File: src/rtl/heptagon_feeder_pkg.sv
// Shared types and sizing for the heptagon feeder and its result checker.
package heptagon_feeder_pkg;

  localparam int NUM_HEPT = 5;
  localparam int NUM_PTS  = 7;
  localparam int PT_TOTAL = NUM_HEPT * NUM_PTS;
  localparam int COORD_W  = 10;
  localparam int AREA_W   = 19;
  localparam int TIMEOUT  = 1023;
  localparam int WDOG_W   = 10;

  typedef enum logic [2:0] {
    IDLE = 3'd0,
    RST  = 3'd1,
    GAP  = 3'd2,
    SEND = 3'd3,
    WAIT = 3'd4,
    DONE = 3'd5
  } state_e;

  typedef struct packed {
    logic [COORD_W-1:0] x;
    logic [COORD_W-1:0] y;
  } point_t;

  typedef struct packed {
    logic [2:0]        index;
    logic [AREA_W-1:0] area;
  } result_t;

endpackage

File: src/rtl/heptagon_feeder_result_checker.sv
// Result checker: flags rising areas, out-of-range indices and repeated indices.
// Sticky flag, cleared when a new frame starts.
module hept_result_checker
  import heptagon_feeder_pkg::*;
(
  input  logic              clk,
  input  logic              rst_n,
  input  logic              clear,
  input  logic              capture,
  input  logic              first,
  input  logic [2:0]        index,
  input  logic [AREA_W-1:0] area,
  output logic              order_err
);

  logic [NUM_HEPT-1:0] seen;
  logic [AREA_W-1:0]   prev_area;
  logic [7:0]          idx_dec;
  logic                idx_bad;
  logic                area_bad;

  // One-hot of the incoming index; bits above 4 mean the index is out of range.
  assign idx_dec  = 8'd1 << index;
  assign idx_bad  = (|idx_dec[7:NUM_HEPT]) || (|(idx_dec[NUM_HEPT-1:0] & seen));
  assign area_bad = !first && (area > prev_area);

  // Track seen mask and last area; latch any violation until the next frame.
  always_ff @(posedge clk or negedge rst_n) begin
    if (!rst_n) begin
      seen      <= '0;
      prev_area <= '0;
      order_err <= 1'b0;
    end else if (clear) begin
      seen      <= '0;
      prev_area <= '0;
      order_err <= 1'b0;
    end else if (capture) begin
      seen      <= seen | idx_dec[NUM_HEPT-1:0];
      prev_area <= area;
      if (idx_bad || area_bad) order_err <= 1'b1;
    end
  end

endmodule

File: src/rtl/heptagon_feeder.sv
// Heptagon feeder: streams 35 preloaded vertices into the area-sort engine,
// drives the engine reset and captures the five sorted results.
// Optional result checker compiled in with HEPT_FEEDER_CHECK_EN.
//
// state | meaning
// IDLE  | loader access, waiting for start
// RST   | engine reset pulse (one cycle)
// GAP   | engine post-reset idle cycle, X/Y = 0
// SEND  | one vertex per cycle, 35 cycles
// WAIT  | capture results, watchdog running
// DONE  | one-cycle done pulse
module heptagon_feeder
  import heptagon_feeder_pkg::*;
(
  input  logic               clk,
  input  logic               reset,
  input  logic               load_en,
  input  logic [5:0]         load_addr,
  input  logic [COORD_W-1:0] load_x,
  input  logic [COORD_W-1:0] load_y,
  input  logic               start,
  output logic               busy,
  output logic               hep_rst,
  output logic [COORD_W-1:0] X,
  output logic [COORD_W-1:0] Y,
  input  logic               valid,
  input  logic [2:0]         Index,
  input  logic [AREA_W-1:0]  Area,
  input  logic [2:0]         rd_addr,
  output logic [2:0]         rd_index,
  output logic [AREA_W-1:0]  rd_area,
  output logic               done,
  output logic               timeout,
  output logic               order_err
);

  localparam logic [WDOG_W-1:0] WDOG_LOAD = WDOG_W'(TIMEOUT - 1);
  localparam logic [5:0]        PT_LAST   = 6'(PT_TOTAL - 1);

  state_e            state;
  state_e            state_nx;
  point_t            pts [PT_TOTAL];
  result_t           res [NUM_HEPT];
  logic [5:0]        pt_idx;
  logic [2:0]        res_cnt;
  logic [WDOG_W-1:0] wdog;
  logic              frame_start;
  logic              capture;
  logic              last_cap;
  logic              wdog_tc;

  assign frame_start = (state == IDLE) && start;
  assign capture     = (state == WAIT) && valid && (res_cnt < 3'(NUM_HEPT));
  assign last_cap    = capture && (res_cnt == 3'(NUM_HEPT - 1));
  // The watchdog hits terminal count on the TIMEOUT-th WAIT cycle.
  assign wdog_tc     = (state == WAIT) && (wdog == '0);

  assign busy = (state != IDLE);
  assign done = (state == DONE);
  assign X    = (state == SEND) ? pts[pt_idx].x : '0;
  assign Y    = (state == SEND) ? pts[pt_idx].y : '0;

  // Next-state decode.
  always_comb begin
    state_nx = state;
    case (state)
      IDLE:    if (start) state_nx = RST;
      RST:     state_nx = GAP;
      GAP:     state_nx = SEND;
      SEND:    if (pt_idx == PT_LAST) state_nx = WAIT;
      WAIT:    if (last_cap || wdog_tc) state_nx = DONE;
      DONE:    state_nx = IDLE;
      default: state_nx = IDLE;
    endcase
  end

  // State, engine reset, point index, watchdog, result count and timeout flag.
  always_ff @(posedge clk or negedge reset) begin
    if (!reset) begin
      state   <= IDLE;
      hep_rst <= 1'b1;
      pt_idx  <= '0;
      wdog    <= '0;
      res_cnt <= '0;
      timeout <= 1'b0;
    end else begin
      state   <= state_nx;
      hep_rst <= (state_nx == RST);
      pt_idx  <= (state == SEND) ? pt_idx + 6'd1 : 6'd0;
      if (state == SEND) begin
        wdog <= WDOG_LOAD;
      end else if ((state == WAIT) && (wdog != '0)) begin
        wdog <= wdog - 1'b1;
      end
      if (frame_start) begin
        res_cnt <= '0;
        timeout <= 1'b0;
      end else begin
        if (capture) res_cnt <= res_cnt + 3'd1;
        // A capture completing the frame on the expiry cycle takes priority.
        if (wdog_tc && !last_cap) timeout <= 1'b1;
      end
    end
  end

  // Point buffer: loader writes only while idle; contents survive reset.
  always_ff @(posedge clk) begin
    if ((state == IDLE) && load_en && (load_addr < 6'(PT_TOTAL))) begin
      pts[load_addr] <= '{x: load_x, y: load_y};
    end
  end

  // Result buffer capture.
  always_ff @(posedge clk or negedge reset) begin
    if (!reset) begin
      for (int i = 0; i < NUM_HEPT; i++) res[i] <= '0;
    end else if (capture) begin
      res[res_cnt] <= '{index: Index, area: Area};
    end
  end

  // Combinational result read; unused slots read as zero.
  always_comb begin
    rd_index = '0;
    rd_area  = '0;
    if (rd_addr < 3'(NUM_HEPT)) begin
      rd_index = res[rd_addr].index;
      rd_area  = res[rd_addr].area;
    end
  end

`ifdef HEPT_FEEDER_CHECK_EN
  hept_result_checker u_checker (
    .clk       (clk),
    .rst_n     (reset),
    .clear     (frame_start),
    .capture   (capture),
    .first     (res_cnt == 3'd0),
    .index     (Index),
    .area      (Area),
    .order_err (order_err)
  );
`else
  assign order_err = 1'b0;
`endif

endmodule

File: config.mk
export PLATFORM = sky130hd
export DESIGN_NAME = heptagon_feeder
export DESIGN_NICKNAME = d
export VERILOG_FILES = /design/src/rtl/heptagon_feeder_pkg.sv /design/src/rtl/heptagon_feeder_result_checker.sv /design/src/rtl/heptagon_feeder.sv
export SDC_FILE = /design/constraint.sdc
export NUM_CORES = 1
export LEC_CHECK = 0
export BUFFER_PORTS_ARGS = -buffer_cell sky130_fd_sc_hd__buf_2
export CAP_MARGIN = 5
export CORE_ASPECT_RATIO = 1.75
export CORE_MARGIN = 2
export CORE_UTILIZATION = 35
export DETAILED_ROUTE_END_ITERATION = 8
export GPL_ROUTABILITY_DRIVEN = 1
export PLACE_DENSITY_LB_ADDON = 0.1
export SLEW_MARGIN = 40
export SYNTH_ARGS = -nofsm -noshare
export SYNTH_HDL_FRONTEND = slang
export SYNTH_SLANG_ARGS = --single-unit
File: constraint.sdc
create_clock -name clk -period 3 [get_ports clk]
set_clock_uncertainty 0.05 [all_clocks]
set_input_delay 0.3 -clock clk [delete_from_list [all_inputs] [get_ports clk]]
set_output_delay 0.3 -clock clk [all_outputs]
set_load 0.005 [all_outputs]
==> impl_metrics.toml <==
[layout]
layout_common_cells = "700 x edfxtp_1, 171 x mux2_2, 142 x mux4_2, 128 x dfrtp_1, 104 x nand2_1"
area_delta_synth_final_pct = 21.4
diodes = 0
final_common_cell = "edfxtp_1"
fin_nets = 2082
final_layout_size_suffix_gt1_frac = 0.390
final_util = 0.428
final_cell_area_um2 = 40300

[route]
drt-met1-wl_um = 35400
vias = 17270
drc_errors = 0
drt_iter0_drc = 1162
met3_length_um = 3070
drtAntennaViolNets = 0
wirelength_um = 91100
highest_layer = "met5"
vias_per_cell = 5.25
wl_met2_um = 50300
wire_per_inst_um = 27.7
dr.pass1.iters = 4

[place]
postPlaceCellArea_um2 = 36300
portBuffers = 101
gp_congestion = 0.737
dp_hpwl_um = 56300

[pwr]
power_density_nw_per_um2 = 646
clockPowerShare = 0.386
combPwrFrac = 0.086
seqPwrFrac = 0.528
p_int_w = 0.0202
p_sw_w = 0.00581
p_leak_nw = 13.3
p_sw_frac = 0.223
ir_worst_vdd_mv = 0.369

[timing]
final.setup.tns_ns = -4.91
fin_crit_ns = 3.31
fmax_mhz = 303
holdWs_ns = 0.112
grt_setup_unrepaired = "true"
hold_violations = 0
finalMaxSlewViolations = 0
tightest_slew_ns = 0.770
setup_ws_ns = -0.305
timing.max_slew.rel_slack = 0.487
timing.final.crit_share = 1.10
setup_violations = 20

[yosys]
synth_compound_area_frac = 0.0349
yosysSeqAreaShare = 0.735
synth_top_family_by_area = "multiplexers"
synthCells = 1760
synth-main-ff-cell = "edfxtp_1"
synth.largest_area_cell = "edfxtp_1"
ys_ff_latch = 834
yosys-top-cells-area = "edfxtp_1 63%, dfrtp_1 10%, mux4_2 9.6%"
ys_types = 50
yosysWarnings = 0
synthSimpleGateAreaFrac = 0.0305
syn-cell-area_um2 = 33200
synthMuxAreaShare = 0.178
synth-edff-count = 700
yosysTopAreaCellShare = 0.633
syn_avg_cell_area_um2 = 18.9
async_reset_ff_frac = 0.161
synth-xor-area-share = 0.00264
mappedNetlistNets = 1822
synth_adder_area_share = 0.00226

[grt]
grt_pass1_wl_um = 132000
antenna_found_initial = 8
grt_max_degree = 61
grt_pass1_vias = 18502
grt-ovfl-total = 0
grtUsageTotal = 0.190

[floorplanning]
ios = 103
die_h_um = 411
row_count = 149
die_width_um = 237
die_area_um2 = 97400
start_util = 0.352
coreArea_um2 = 94100

[clock_network]
root_buffer = "clkbuf_16"
h-tree-depth = 3
cts_tree = "built"
cts_made_buffers = 79
clockBufferDepth = 3
cts_sinks = 834
path_clk_slew_ns = 0.06
clkLatencyLatePin_ns = 0.65

[worst_setup_path]
crit_chain = "buf_12, buf_12, buf_4, mux4_2, mux2i_2, o2111ai_1, a32o_2, buf_6"
critPathTopFamily = "multiplexers"
timing_worst_setup_path_type = "flip-flop to output pin"
start_kind = "flip-flop"
cpMostUsedCell = "buf_12"
cp.arrival_ns = 2.96
cp.buffers_inverters = 4
crit_slowest_cell = "dfrtp_4"
worstPathMaxFanout = 8
cp-end-kind = "output pin"
critPathRequiredTime_ns = 2.65
slowest_delay_ns = 0.52

[flow_run]
cap_violations = 0

[worst_hold_path]
hold_path.class = "primary input to flip-flop"

[run_status]
status = "finished, violations left"
violations = "negative setup slack"
## final cells by class
| class | instances | area [µm²] |
|---|---|---|
| Sequential cell | 834 | 24400 |
| Timing Repair Buffer | 282 | 2910 |
| Inverter | 30 | 113 |
| Fill cell | 8247 | 53900 |
| Tap cell | 1208 | 1510 |
| Clock inverter | 33 | 345 |
| Clock buffer | 108 | 2170 |
| Multi-Input combinational cell | 793 | 8830 |
## synth_stat cells (7+ instances only)
cell       instances
edfxtp_1         700
mux2_2           173
mux4_2           142
dfrtp_1          133
nand2_1          112
mux2i_1           65
nor2_1            60
clkbuf_1          57
o21ai_0           47
o2111ai_1         36
buf_2             32
inv_1             30
a32o_1            20
a21oi_1           17
a22oi_1           17
nand3_1           12
buf_1             11
mux2_1            11
nand3b_1           7
or3_1              7
## per-stage QoR
step                      std cells  total power (W)  setup slack (ns)
after floorplan                1760           0.0154            0.0829
after global placement         3082           0.0161             0.208
after detailed placement       3082           0.0162             0.215
after CTS                      3270           0.0264            -0.381
after global routing           3288           0.0270            -0.389
final                          3288           0.0260            -0.305
## timing repair
item,CTS,global route
cloned,6,1
pin swaps,23,16
hold buffers,25,0
buffers inserted,17,21
setup endpoints to repair,20,20
resized for setup,105,49
hold endpoints to repair,170,0
## worst register-to-register path, stage by stage, from the launching register on
cell and delay [ns]:
dfrtp_1 0.45, or3_1 0.62, nor3b_1 0.46, nand3b_1 0.13, buf_4 0.20, nor2_2 0.18, buf_4 0.28
## registers in the layout, summed over array words and instances, names as in the netlist
name,count
pt_idx,6
wdog,10
res_cnt,3
res,110
pts,700
timeout,1
state,3
hep_rst,1
## cell families after synthesis
| group | Yosys count |
|---|---|
| AOI/OAI and AO/OA | 161 |
| DFF | 834 |
| other | 1 |
| adders and majority gates | 6 |
| muxes | 391 |
| xor gates and xnor gates | 10 |
| buffers and inverters | 133 |
| and+or+nand+nor | 224 |
## final timing paths
check / slack (ns) / depth (start not counted) / start / endpoint
max: -0.31 / 8 / pt_idx[0] / X[8]
max in group asynchronous: 2.00 / 3 / reset / res[95]
min: 0.11 / 1 / load_x[1] / pts[29][11]
min in group asynchronous: 0.15 / 2 / reset / res[16]
min reg2reg: 0.44 / 1 / res[46] / res[46]
max reg2reg: 0.30 / 6 / state[0] / pts[14][4]
## routing by layer
| metal | vias to the layer above | track usage |
|---|---|---|
| met5 | - | 0 |
| met4 | 4 | 0.0586 |
| met3 | 132 | 0.0252 |
| met2 | 348 | 0.359 |
| met1 | 9238 | 0.221 |
| li1 | 7548 | - |
## power by group through the flow
stage                     registers (W)  clock network, W  logic [W]
final                            0.0137            0.0100    0.00225
after global routing             0.0138            0.0107    0.00248
after CTS                        0.0137            0.0103    0.00230
after detailed placement         0.0140                 0    0.00226
after global placement           0.0139                 0    0.00218
after floorplan                  0.0138                 0    0.00152
Power figures use the tool's default switching activity.
